===== config.mk =====
export PLATFORM = sky130hd
export DESIGN_NAME = load_store_unit
export DESIGN_NICKNAME = d
export VERILOG_FILES = /design/src/rtl/mips_mem_pkg.sv /design/src/rtl/load_extend.sv /design/src/rtl/load_store_unit.sv
export SDC_FILE = /design/constraint.sdc
export NUM_CORES = 1
export LEC_CHECK = 0
export CAP_MARGIN = 20
export CORE_UTILIZATION = 46
export CTS_CLUSTER_SIZE = 28
export DETAILED_ROUTE_END_ITERATION = 12
export PLACE_DENSITY_LB_ADDON = 0.2
export SLEW_MARGIN = 20
export SYNTH_ARGS = -nofsm -noshare
export SYNTH_HDL_FRONTEND = slang
export SYNTH_SLANG_ARGS = --single-unit

===== constraint.sdc =====
create_clock -name clock_in -period 4.1 [get_ports clock_in]
set_input_delay 0.41 -clock clock_in [delete_from_list [all_inputs] [get_ports clock_in]]
set_output_delay 0.41 -clock clock_in [all_outputs]
set_load 0.01 [all_outputs]

===== src/rtl/mips_mem_pkg.sv =====
// Shared types and helpers for the load/store unit: access modes, FSM states,
// and the mode decode / alignment rules used at request acceptance.
package mips_mem_pkg;

    localparam int DATA_WIDTH = 32;

    typedef enum logic [1:0] {
        WORD = 2'b00,
        HALF = 2'b10,
        BYTE = 2'b11
    } mem_mode_t;

    typedef enum logic [1:0] {
        IDLE    = 2'b00,
        ISSUE   = 2'b01,
        CAPTURE = 2'b10,
        RESP    = 2'b11
    } lsu_state_t;

    // The unused encoding 01 behaves as a word access.
    function automatic mem_mode_t decode_mode(input logic [1:0] raw);
        case (raw)
            2'b10:   return HALF;
            2'b11:   return BYTE;
            default: return WORD;
        endcase
    endfunction

    function automatic logic is_misaligned(input mem_mode_t mode, input logic [1:0] addr_lo);
        case (mode)
            WORD:    return addr_lo != 2'b00;
            HALF:    return addr_lo[0];
            default: return 1'b0;
        endcase
    endfunction

    function automatic logic [1:0] align_low(input mem_mode_t mode, input logic [1:0] addr_lo);
        case (mode)
            WORD:    return 2'b00;
            HALF:    return {addr_lo[1], 1'b0};
            default: return addr_lo;
        endcase
    endfunction

endpackage


===== src/rtl/load_extend.sv =====
// Picks the addressed byte/half lane out of a memory read word and sign- or
// zero-extends it to 32 bits; words pass through untouched.
module load_extend
    import mips_mem_pkg::*;
(
    input  logic [DATA_WIDTH-1:0] word_i,
    input  logic [1:0]            addr_lo_i,
    input  mem_mode_t             mode_i,
    input  logic                  unsigned_i,
    output logic [DATA_WIDTH-1:0] result_o
);

    logic [7:0]  byte_lane;
    logic [15:0] half_lane;

    always_comb begin
        byte_lane = word_i[7:0];
        case (addr_lo_i)
            2'd0:    byte_lane = word_i[7:0];
            2'd1:    byte_lane = word_i[15:8];
            2'd2:    byte_lane = word_i[23:16];
            default: byte_lane = word_i[31:24];
        endcase
        half_lane = addr_lo_i[1] ? word_i[31:16] : word_i[15:0];

        result_o = word_i;
        case (mode_i)
            BYTE:    result_o = {{24{byte_lane[7] & ~unsigned_i}}, byte_lane};
            HALF:    result_o = {{16{half_lane[15] & ~unsigned_i}}, half_lane};
            default: result_o = word_i;
        endcase
    end

endmodule


===== src/rtl/load_store_unit.sv =====
// Single-outstanding load/store unit in front of a registered-read data memory.
// Define LSU_MISALIGN_TRAP_EN to reject misaligned accesses with an error
// response; otherwise addresses are silently forced to alignment.
module load_store_unit
    import mips_mem_pkg::*;
#(
    parameter int ADDRESS_WIDTH = 8
) (
    input  logic                     clock_in,
    input  logic                     reset_n_in,
    input  logic                     req_valid_in,
    output logic                     req_ready_out,
    input  logic                     req_write_in,
    input  logic [1:0]               req_mode_in,
    input  logic                     req_unsigned_in,
    input  logic [ADDRESS_WIDTH-1:0] req_address_in,
    input  logic [DATA_WIDTH-1:0]    req_write_data_in,
    output logic                     resp_valid_out,
    input  logic                     resp_ready_in,
    output logic [DATA_WIDTH-1:0]    resp_data_out,
    output logic                     resp_error_out,
    output logic                     mem_write_out,
    output logic [1:0]               mem_mode_out,
    output logic [ADDRESS_WIDTH-1:0] mem_address_out,
    output logic [DATA_WIDTH-1:0]    mem_write_data_out,
    input  logic [DATA_WIDTH-1:0]    mem_read_data_in,
    output lsu_state_t               state_dbg_out
);

    // Handshakes: a transfer happens on a rising edge where valid and ready are
    // both high; valid never waits on ready and response fields hold while
    // resp_valid_out is high and resp_ready_in is low.

    lsu_state_t             state_q, state_d;
    logic                   write_q;
    logic                   unsigned_q;
    mem_mode_t              mem_mode_q;
    logic [ADDRESS_WIDTH-1:0] mem_addr_q;
    logic [DATA_WIDTH-1:0]  mem_wdata_q;
    logic [DATA_WIDTH-1:0]  resp_data_q;
    logic                   resp_error_q;

    mem_mode_t              req_mode;
    logic                   req_misaligned;
    logic [ADDRESS_WIDTH-1:0] req_addr_eff;
    logic                   accept;
    logic [DATA_WIDTH-1:0]  load_value;

    always_comb begin
        req_mode = decode_mode(req_mode_in);
`ifdef LSU_MISALIGN_TRAP_EN
        req_misaligned = is_misaligned(req_mode, req_address_in[1:0]);
        req_addr_eff   = req_address_in;
`else
        req_misaligned = 1'b0;
        req_addr_eff   = {req_address_in[ADDRESS_WIDTH-1:2], align_low(req_mode, req_address_in[1:0])};
`endif
        accept = (state_q == IDLE) && req_valid_in;
    end

    always_ff @(posedge clock_in or negedge reset_n_in) begin
        if (!reset_n_in) begin
            state_q <= IDLE;
        end else begin
            state_q <= state_d;
        end
    end

    always_comb begin
        state_d = state_q;
        case (state_q)
            IDLE:    if (req_valid_in) state_d = req_misaligned ? RESP : ISSUE;
            ISSUE:   state_d = write_q ? RESP : CAPTURE;
            CAPTURE: state_d = RESP;
            RESP:    if (resp_ready_in) state_d = IDLE;
            default: state_d = IDLE;
        endcase
    end

    // mem_write_out decodes straight from state so reset kills it without waiting for an edge.
    always_comb begin
        req_ready_out  = (state_q == IDLE);
        resp_valid_out = (state_q == RESP);
        mem_write_out  = (state_q == ISSUE) && write_q;
    end

    // Memory-side registers load only for requests that will issue, so they
    // keep the previous access's values outside ISSUE.
    always_ff @(posedge clock_in or negedge reset_n_in) begin
        if (!reset_n_in) begin
            write_q      <= 1'b0;
            unsigned_q   <= 1'b0;
            mem_mode_q   <= WORD;
            mem_addr_q   <= '0;
            mem_wdata_q  <= '0;
            resp_data_q  <= '0;
            resp_error_q <= 1'b0;
        end else if (accept) begin
            write_q      <= req_write_in;
            unsigned_q   <= req_unsigned_in;
            resp_data_q  <= '0;
            resp_error_q <= req_misaligned;
            if (!req_misaligned) begin
                mem_mode_q  <= req_mode;
                mem_addr_q  <= req_addr_eff;
                mem_wdata_q <= req_write_data_in;
            end
        end else if (state_q == CAPTURE) begin
            resp_data_q <= load_value;
        end
    end

    load_extend u_load_extend (
        .word_i     (mem_read_data_in),
        .addr_lo_i  (mem_addr_q[1:0]),
        .mode_i     (mem_mode_q),
        .unsigned_i (unsigned_q),
        .result_o   (load_value)
    );

    assign resp_data_out      = resp_data_q;
    assign resp_error_out     = resp_error_q;
    assign mem_mode_out       = mem_mode_q;
    assign mem_address_out    = mem_addr_q;
    assign mem_write_data_out = mem_wdata_q;
    assign state_dbg_out      = state_q;

endmodule

==> metrics, run 1 <==
status=completed; net count after synthesis=503; post-detailed-route count of antenna-violating nets=0; number of buffers added for setup after CTS=0; required time reported for the critical path endpoint=4350 ps; core region area=7848 um2; floorplan die height=92.67 um; worst clock skew on the final layout=5.627 ps; syn_area_per_cell=9.024 um2; Setup Total Neg Slack=0 ps; antenna violations before repair=0; most common library cell in the layout ignoring fill and taps=sky130_fd_sc_hd__clkdlybuf4s50_1; placed instance area=5383 um2; start point of the critical path=state_dbg_out[0]; total instance count after detailed placement=653; Die X-Extent=92.67 um; synthesized instance count=419; die outline area=8587 um2; clock buffers created by TritonCTS=9; routed vias=3433; summed instance area of the synthesized netlist=3781 um2; site row count=32; leakage dissipation=2.563 nW; violation count after the first detailed-route iteration=252; RSZ-0062 raised after global routing=no; clock-pin slew on the worst setup and hold paths=80 ps; RePlAce Congestion=0.7854; worst rel slew slack=32.52%; reg-to-reg critical path startpoint=state_dbg_out[0]; kind of capture point of the worst setup path=register; maximum count of clock buffers along a single path=2; Final Instance Count excl. Fillers=669; total track usage=24.45%; maximum fanout along the worst path=55; final-report setup violation count=0; diode count=0; largest net degree at the start of global routing=79; worst skew pair latency=340 ps; minimum period implied by the final worst setup slack=2479 ps; total count of hold-check failures in the final report=0; slew at the pin closest to its max-slew limit=1010 ps; Max VDD drop=0.0003973 V; master cell of the clock root buffer=sky130_fd_sc_hd__clkbuf_8; number of global-route vias before repair=3351; number of buffer cells added on primary ports=158; H-tree level count=3; global-route wire length before repair=16.52 mm; maxcap violations=0; Critical Path AT=2730 ps; final design instance area without fill=5588 um2; post-cts repair resize count=0; DP HPWL=6.823 mm; TritonCTS clock tree=built; post-detailed-route via-to-cell ratio=5.132; I/O pins=160; Initial DRT Pass Iterations=4; Fill cells=610; most frequent cells in the layout=157 x sky130_fd_sc_hd__clkdlybuf4s50_1, 128 x sky130_fd_sc_hd__nand2_1, 78 x sky130_fd_sc_hd__dfrtp_1; final net count=646; post-detailed-route wirelength per cell=14.94 um; count of hold buffers inserted by post-cts repair=0; FF+latch count, synth=78; Area Overhead vs Synth=47.78%; Worst Path Class, Setup=reg -> reg; Remaining Overflow, GRT=0; Power Dens Cells=726.3 nW/um2; fmax=0.4034 GHz; classification of the worst-slack hold path=in -> async; period utilisation layout=60.46%; fraction of layout instances using a drive strength above 1=4.762%; Worst Setup Start Kind=register; final wirelength=9.998 mm; clock sinks=78; Netlist cell types=39; sequential area share after synthesis=51.62%; Final Max Slew Viols=0; number of warnings printed during yosys synthesis=0; initial core utilization=48.18%; DRC Markers=0
==> Yosys cell counts (all sizes together) <==
master	number	area, um2
o211ai	2	20.02
nor3b	1	7.510
a21oi	25	125.1
a21o	2	15.01
o311a	1	10.01
and3b	1	8.760
clkbuf	14	52.55
o2111ai	1	8.760
a22o	1	8.760
nand3b	1	7.510
nand2	130	490.5
o21ai	30	161.4
and3	2	12.51
inv	12	45.04
a31oi	1	6.260
nand2b	1	6.260
nor2	19	71.32
o21a	7	52.55
ha	4	50.05
nor3	2	10.01
o22ai	7	43.79
nand3	1	5.000
conb	1	3.750
nor2b	18	112.6
dfrtp	78	1952
buf	15	87.57
a211oi	7	52.55
mux4	1	22.52
and2	3	21.27
mux2i	31	310.3
==> metrics by stage <==
step | utilization, % | total power [W] | setup WS [ps] | hold slack (ps)
3_5_place_dp | 68.59 | 0.003478 | 1598 | 461.4
6_report | 71.21 | 0.004059 | 1621 | 100.9
4_1_cts | 71.16 | 0.004080 | 1590 | 269.3
3_3_place_gp | 68.59 | 0.003425 | 1653 | 453.2
5_1_grt | 71.21 | 0.004355 | 1363 | 141.7
2_1_floorplan | - | 0.002473 | 2427 | 114.4
==> logic make-up after synthesis <==
| group | after synthesis | synth area share, % |
|---|---|---|
| compound gates | 84 | 13.34 |
| fa+ha+maj | 4 | 1.324 |
| buf+inv | 41 | 4.897 |
| flops | 78 | 51.62 |
| mux | 32 | 8.802 |
| other cells | 1 | 0.09918 |
| simple gates | 179 | 19.92 |
==> final timing paths <==
check,endpoint,slack (ps),cells after the start
min in group clock_in,write_q,470,2
max reg2reg,resp_data_out[20],1620,6
min,state_dbg_out[0],100,1
max,resp_data_out[20],1620,6
max in group asynchronous,mem_write_data_out[16],3510,1
min reg2reg,write_q,470,2
==> power by group <==
group          total [W]  internal (W)  switching [W]
clock           0.000583      0.000314       0.000268
combinational    0.00206       0.00109       0.000977
sequential       0.00141       0.00113       0.000285
total            0.00406       0.00253        0.00153
==> worst max-delay path: stages, from the launching register on <==
cell	delay, ps
sky130_fd_sc_hd__dfrtp_1	440
sky130_fd_sc_hd__inv_1	120
sky130_fd_sc_hd__ha_1	270
sky130_fd_sc_hd__nand2_2	740
sky130_fd_sc_hd__o311a_1	340
sky130_fd_sc_hd__o211ai_2	290
sky130_fd_sc_hd__o21ai_1	190
==> layer usage <==
metal	vias to the layer above	global-route usage, %	wire, um
met1	1619	33.05	4429
met2	133	38.46	4656
met3	16	6.076	758
li1	1665	-	-
met5	-	0	0
met4	0	8.462	153
==> final cells by class <==
class	count	area [um2]	share of cell area [%]
inverter	12	45.04	0.8061
clock inverter	3	42.54	0.7613
clock buffer	13	158.9	2.844
multi-input combinational	300	1657	29.65
tap	102	127.6	2.284
timing repair buffer	161	1605	28.73
sequential	78	1952	34.93
==> state kept, by name, summed over array words and instances, names as in the netlist <==
| register | count |
|---|---|
| unsigned_q | 1 |
| mem_mode_out | 2 |
| resp_data_out | 32 |
| mem_address_out | 8 |
| mem_write_data_out | 32 |
| write_q | 1 |
| state_dbg_out | 2 |
(Power assumes the default switching activity.)
==> run 2, diff against run 1 <==
Settings changed: CORE_UTILIZATION 46 to 43.
Clock period 4.1 ns to 2.4 ns, I/O delays scaled along.
==> run 2 against run 1 <==
  * Core utilization shrank 2.8 points
  * Worst setup slack lost 1200 ps
  * Critical path type is now reg -> out
  * Hold slack gained 320 ps
  * Largest cell class unchanged
  * Sequential power grew 67%
  * Critical path depth shrank 3
  * Sequential share of layout area shrank 0.87 points
==> metrics, run 2 (same netlist as run 1, synthesis figures left out) <==
Clk pwr share=16.7%; Net Sw Power=0.002677 W; final wirelength=10.42 mm; site row count=33; total track usage=23.49%; clock buffers created by TritonCTS=9; diode count=0; RePlAce Congestion=0.8493; DP HPWL=7.278 mm; Buf+Inv Stages, Crit Path=2; floorplan die height=95.77 um; Power Dens Cells=1266 nW/um2; slew at the pin closest to its max-slew limit=711.7 ps; Setup Total Neg Slack=0 ps; ordered list of cells on the worst path=inv_1 -> ha_1 -> clkdlybuf4s50_1; number of buffer cells added on primary ports=158; TritonCTS clock tree=built; master cell of the clock root buffer=sky130_fd_sc_hd__clkbuf_8; cell class contributing the biggest share of worst-path delay=buffers and inverters; total count of hold-check failures in the final report=0; Critical Path AT=1770 ps; largest net degree at the start of global routing=79; worst rel slew slack=52.55%; most common library cell in the layout ignoring fill and taps=sky130_fd_sc_hd__clkdlybuf4s50_1; post-detailed-route via-to-cell ratio=5.141; final net count=653; number of global-route vias before repair=3438; tightest hold margin=416.3 ps; post-detailed-route wirelength per cell=15.35 um; global-route wire length before repair=16.32 mm; logic depth of the worst path, buffers included=3; Worst Setup Start Kind=register; kind of capture point of the worst setup path=primary output; period utilisation layout=83.72%; r2r worst-path depth=7; Area Overhead vs Synth=51.56%; Initial DRT Pass Iterations=4; violation count after the first detailed-route iteration=131; Remaining Overflow, GRT=0; routed vias=3491; core region area=8382 um2; worst reg2reg setup slack=570 ps; most frequent cells in the layout=157 x sky130_fd_sc_hd__clkdlybuf4s50_1, 128 x sky130_fd_sc_hd__nand2_1, 78 x sky130_fd_sc_hd__dfrtp_1; Sw Share=36.89%; RSZ-0062 raised after global routing=no; maximum count of clock buffers along a single path=2; internal power component=0.004579 W; antenna violations before repair=0; clock sinks=78; count of cells along the worst hold path=3; clock-pin slew on the worst setup and hold paths=90 ps; H-tree level count=3; leakage dissipation=2.626 nW; die outline area=9172 um2; post-cts repair resize count=0; fmax=0.4977 GHz; required time reported for the critical path endpoint=2160 ps; worst skew pair latency=350 ps; status=completed; worst clock skew on the final layout=15.41 ps; Die X-Extent=95.77 um; minimum period implied by the final worst setup slack=2009 ps; Worst Path Class, Setup=reg -> out; post-detailed-route count of antenna-violating nets=0; classification of the worst-slack hold path=in -> reg; Final Max Slew Viols=0; CP max stage delay=590 ps; Max VDD drop=0.0006302 V; fraction of power consumed by combinational cells=50.9%; worst-path cell with the longest stage delay=sky130_fd_sc_hd__clkdlybuf4s50_1; final-report setup violation count=0; fraction of layout instances using a drive strength above 1=5.923%; I/O pins=160; initial core utilization=45.11%; share of power burned in registers=32.5%; maxcap violations=0; maximum fanout along the worst path=5; DRC Markers=0
## run 2: cell types whose count changed in the layout (fill, tap and decap cells not counted), sizes merged
cell,before,now
clkbuf,13,11
dlygate4sd3,0,1
bufinv,1,3
buf,4,10
## run 2: metal layers
layer / GRT usage, % / vias up / part of all wire, %
met1: 30.53 / 1649 / 44
met3: 6.398 / 24 / 7.6
met5: 0 / - / 0
met2: 36.90 / 141 / 46
li1: - / 1677 / -
met4: 10.20 / 0 / 2.7
## run 2: per-stage QoR
step | power, W | setup slack, ps | cell area (um2) | utilization [%] | cells
after global routing | 0.007751 | 326.9 | 5731 | 68.37 | 679
after global placement | 0.005954 | 622.9 | 5469 | 65.25 | 662
after CTS | 0.007313 | 378.6 | 5717 | 68.20 | 678
final | 0.007256 | 390.6 | 5731 | 68.37 | 679
after floorplan | 0.004225 | 727.2 | 3781 | - | 419
after detailed placement | 0.006074 | 592.5 | 5469 | 65.25 | 662
## run 2: tightest hold or removal path: stages
cell	delay, ps
sky130_fd_sc_hd__clkdlybuf4s50_1	400
sky130_fd_sc_hd__nand2_1	60
sky130_fd_sc_hd__nand2_1	40
## run 2: path summary, 6_finish.rpt
kind	startpoint	to
worst max-delay path	state_dbg_out[0]	req_ready_out
worst max register to register	state_dbg_out[0]	resp_data_out[20]
worst min register to register	mem_write_data_out[5]	mem_write_data_out[5]
max in group asynchronous	reset_n_in	mem_write_data_out[26]
min in group asynchronous	reset_n_in	state_dbg_out[1]
worst min-delay path	req_write_data_in[11]	mem_write_data_out[11]
## run 2: what timing repair did
action / 4_1_cts / 5_1_grt
hold buffers: 0 / 1
endpoints found under the hold margin: 0 / 27
setup buffers: 0 / 0
## run 2: layout make-up
type,count,area [um2]
Fill cell,692,2651
Multi-Input combinational cell,300,1657
Tap cell,105,131.4
Clock buffer,11,141.4
Timing Repair Buffer,168,1698
Sequential cell,78,1952
Inverter,12,45.04
Clock inverter,5,106.4
## run 2: power by group through the flow
| stage | registers (W) | logic, W | clock network [W] |
|---|---|---|---|
| CTS | 0.00236 | 0.00372 | 0.00123 |
| finish | 0.00236 | 0.00369 | 0.00121 |
| detailed placement | 0.00237 | 0.00370 | 0 |
| floorplan | 0.00255 | 0.00167 | 0 |
| global route | 0.00243 | 0.00404 | 0.00128 |
| global placement | 0.00235 | 0.00361 | 0 |
==> run 3, diff against run 2 <==
Clock period 2.4 ns to 2.1 ns, I/O delays scaled along.
==> run 3 against run 2 <==
  * Sequential cell count unchanged
  * Clock power fell by 16%
  * Core utilization down 0.76 points
  * Via count shrank 1.7%
  * Clock-buffer cell count increased by 1
  * Register-to-register slack got worse by 390 ps
==> metrics, run 3 (same netlist as run 1, synthesis figures left out) <==
RePlAce Congestion=0.8534; TritonCTS clock tree=built; r2r worst-path depth=6; maximum count of clock buffers along a single path=2; DRC Markers=0; Remaining Overflow, GRT=0; leakage dissipation=2.599 nW; violation count after the first detailed-route iteration=130; most common library cell in the layout ignoring fill and taps=sky130_fd_sc_hd__clkdlybuf4s50_1; post-detailed-route wirelength per cell=15.22 um; kind of capture point of the worst setup path=primary output; Power Dens Cells=1396 nW/um2; global-route wire length before repair=16.45 mm; RSZ-0062 raised after global routing=no; period utilisation layout=94.19%; classification of the worst-slack hold path=in -> async; antenna violations before repair=0; maxcap violations=0; number of buffer cells added on primary ports=158; Final Max Slew Viols=0; clock buffers created by TritonCTS=9; Die X-Extent=95.77 um; master cell of the clock root buffer=sky130_fd_sc_hd__clkbuf_8; post-detailed-route count of antenna-violating nets=0; worst rel slew slack=56.22%; Setup Total Neg Slack=0 ps; fraction of layout instances using a drive strength above 1=5.759%; final-report setup violation count=0; total count of hold-check failures in the final report=0; Worst Path Class, Setup=reg -> out; maximum fanout along the worst path=5; clock-pin slew on the worst setup and hold paths=80 ps; start point of the critical path=state_dbg_out[0]; most frequent cells in the layout=157 x sky130_fd_sc_hd__clkdlybuf4s50_1, 128 x sky130_fd_sc_hd__nand2_1, 78 x sky130_fd_sc_hd__dfrtp_1; final wirelength=10.32 mm; Initial DRT Pass Iterations=4; post-detailed-route via-to-cell ratio=5.059; status=completed; cell class contributing the biggest share of worst-path delay=buffers and inverters; clock sinks=78; Buf+Inv Stages, Crit Path=2; fmax=0.5056 GHz; Area Overhead vs Synth=49.87%; logic depth of the worst path, buffers included=3; core occupancy in the finished layout=67.61%; worst-path cell with the longest stage delay=sky130_fd_sc_hd__clkdlybuf4s50_1; core region area=8382 um2; DP HPWL=7.488 mm; site row count=33; capture point of the worst reg-to-reg path=resp_data_out[31]; end of the critical path=req_ready_out; minimum period implied by the final worst setup slack=1978 ps; number of global-route vias before repair=3361; total track usage=23.66%; reg-to-reg critical path startpoint=state_dbg_out[0]; Critical Path AT=1770 ps; routed vias=3430; worst skew pair latency=340 ps; I/O pins=160; Max VDD drop=0.0006795 V; final net count=653; initial core utilization=45.11%; Worst Setup Start Kind=register; slew at the pin closest to its max-slew limit=654.7 ps; floorplan die height=95.77 um; worst reg2reg setup slack=180 ps; worst clock skew on the final layout=9.659 ps; H-tree level count=3; CP max stage delay=580 ps; die outline area=9172 um2; diode count=0; required time reported for the critical path endpoint=1890 ps; ordered list of cells on the worst path=inv_1 -> ha_1 -> clkdlybuf4s50_1; largest net degree at the start of global routing=53
==> run 3: area by class of cell <==
class                      count  area, um2
fill                         703       2715
sequential                    78       1952
timing repair buffer         168       1707
multi-input combinational    300       1657
clock buffer                  12      155.1
tap                          105      131.4
inverter                      12      45.04
clock inverter                 3      20.02
==> run 3: timing repair <==
action	in CTS	in global routing
setup buffers	0	0
endpoints found under the hold margin	33	0
hold buffers	1	0
resized for setup	0	0
==> run 3: routing by layer <==
| metal | GRT usage (%) | vias up | part of all wire [%] |
|---|---|---|---|
| met4 | 8.333 | 0 | 1.5 |
| met1 | 30.60 | 1606 | 42 |
| li1 | - | 1675 | - |
| met3 | 6.872 | 12 | 9.5 |
| met2 | 37.92 | 137 | 47 |
| met5 | 0 | - | 0 |
==> run 3: worst min-delay path by stage <==
| stage | start | end | slack [ps] | depth (start not counted) |
|---|---|---|---|---|
| after floorplan | reset_n_in | mem_address_out[0] | -90 | 0 |
| after global placement | reset_n_in | resp_data_out[7] | 200 | 1 |
| after detailed placement | reset_n_in | resp_data_out[15] | 200 | 1 |
| after CTS | reset_n_in | resp_data_out[15] | 380 | 2 |
| after global routing | req_write_data_in[2] | mem_write_data_out[2] | 380 | 3 |
| final | reset_n_in | resp_data_out[15] | 370 | 2 |
==> run 3: power by group <==
group / internal, W / switching [W]
registers: 0.00220 / 0.000522
clock network: 0.000487 / 0.000530
logic: 0.00221 / 0.00196
==> run 3: through the flow <==
stage	hold slack [ps]	worst slack (ps)	instance area (um2)	instances	power [W]
global placement	199.3	315.4	5482	662	0.006808
detailed placement	201.2	184.1	5482	662	0.006938
finish	372.3	122.0	5667	678	0.007913
floorplan	-85.59	427.2	3781	419	0.004828
global route	379.3	11.69	5667	678	0.008518
CTS	376.0	93.46	5667	678	0.007993
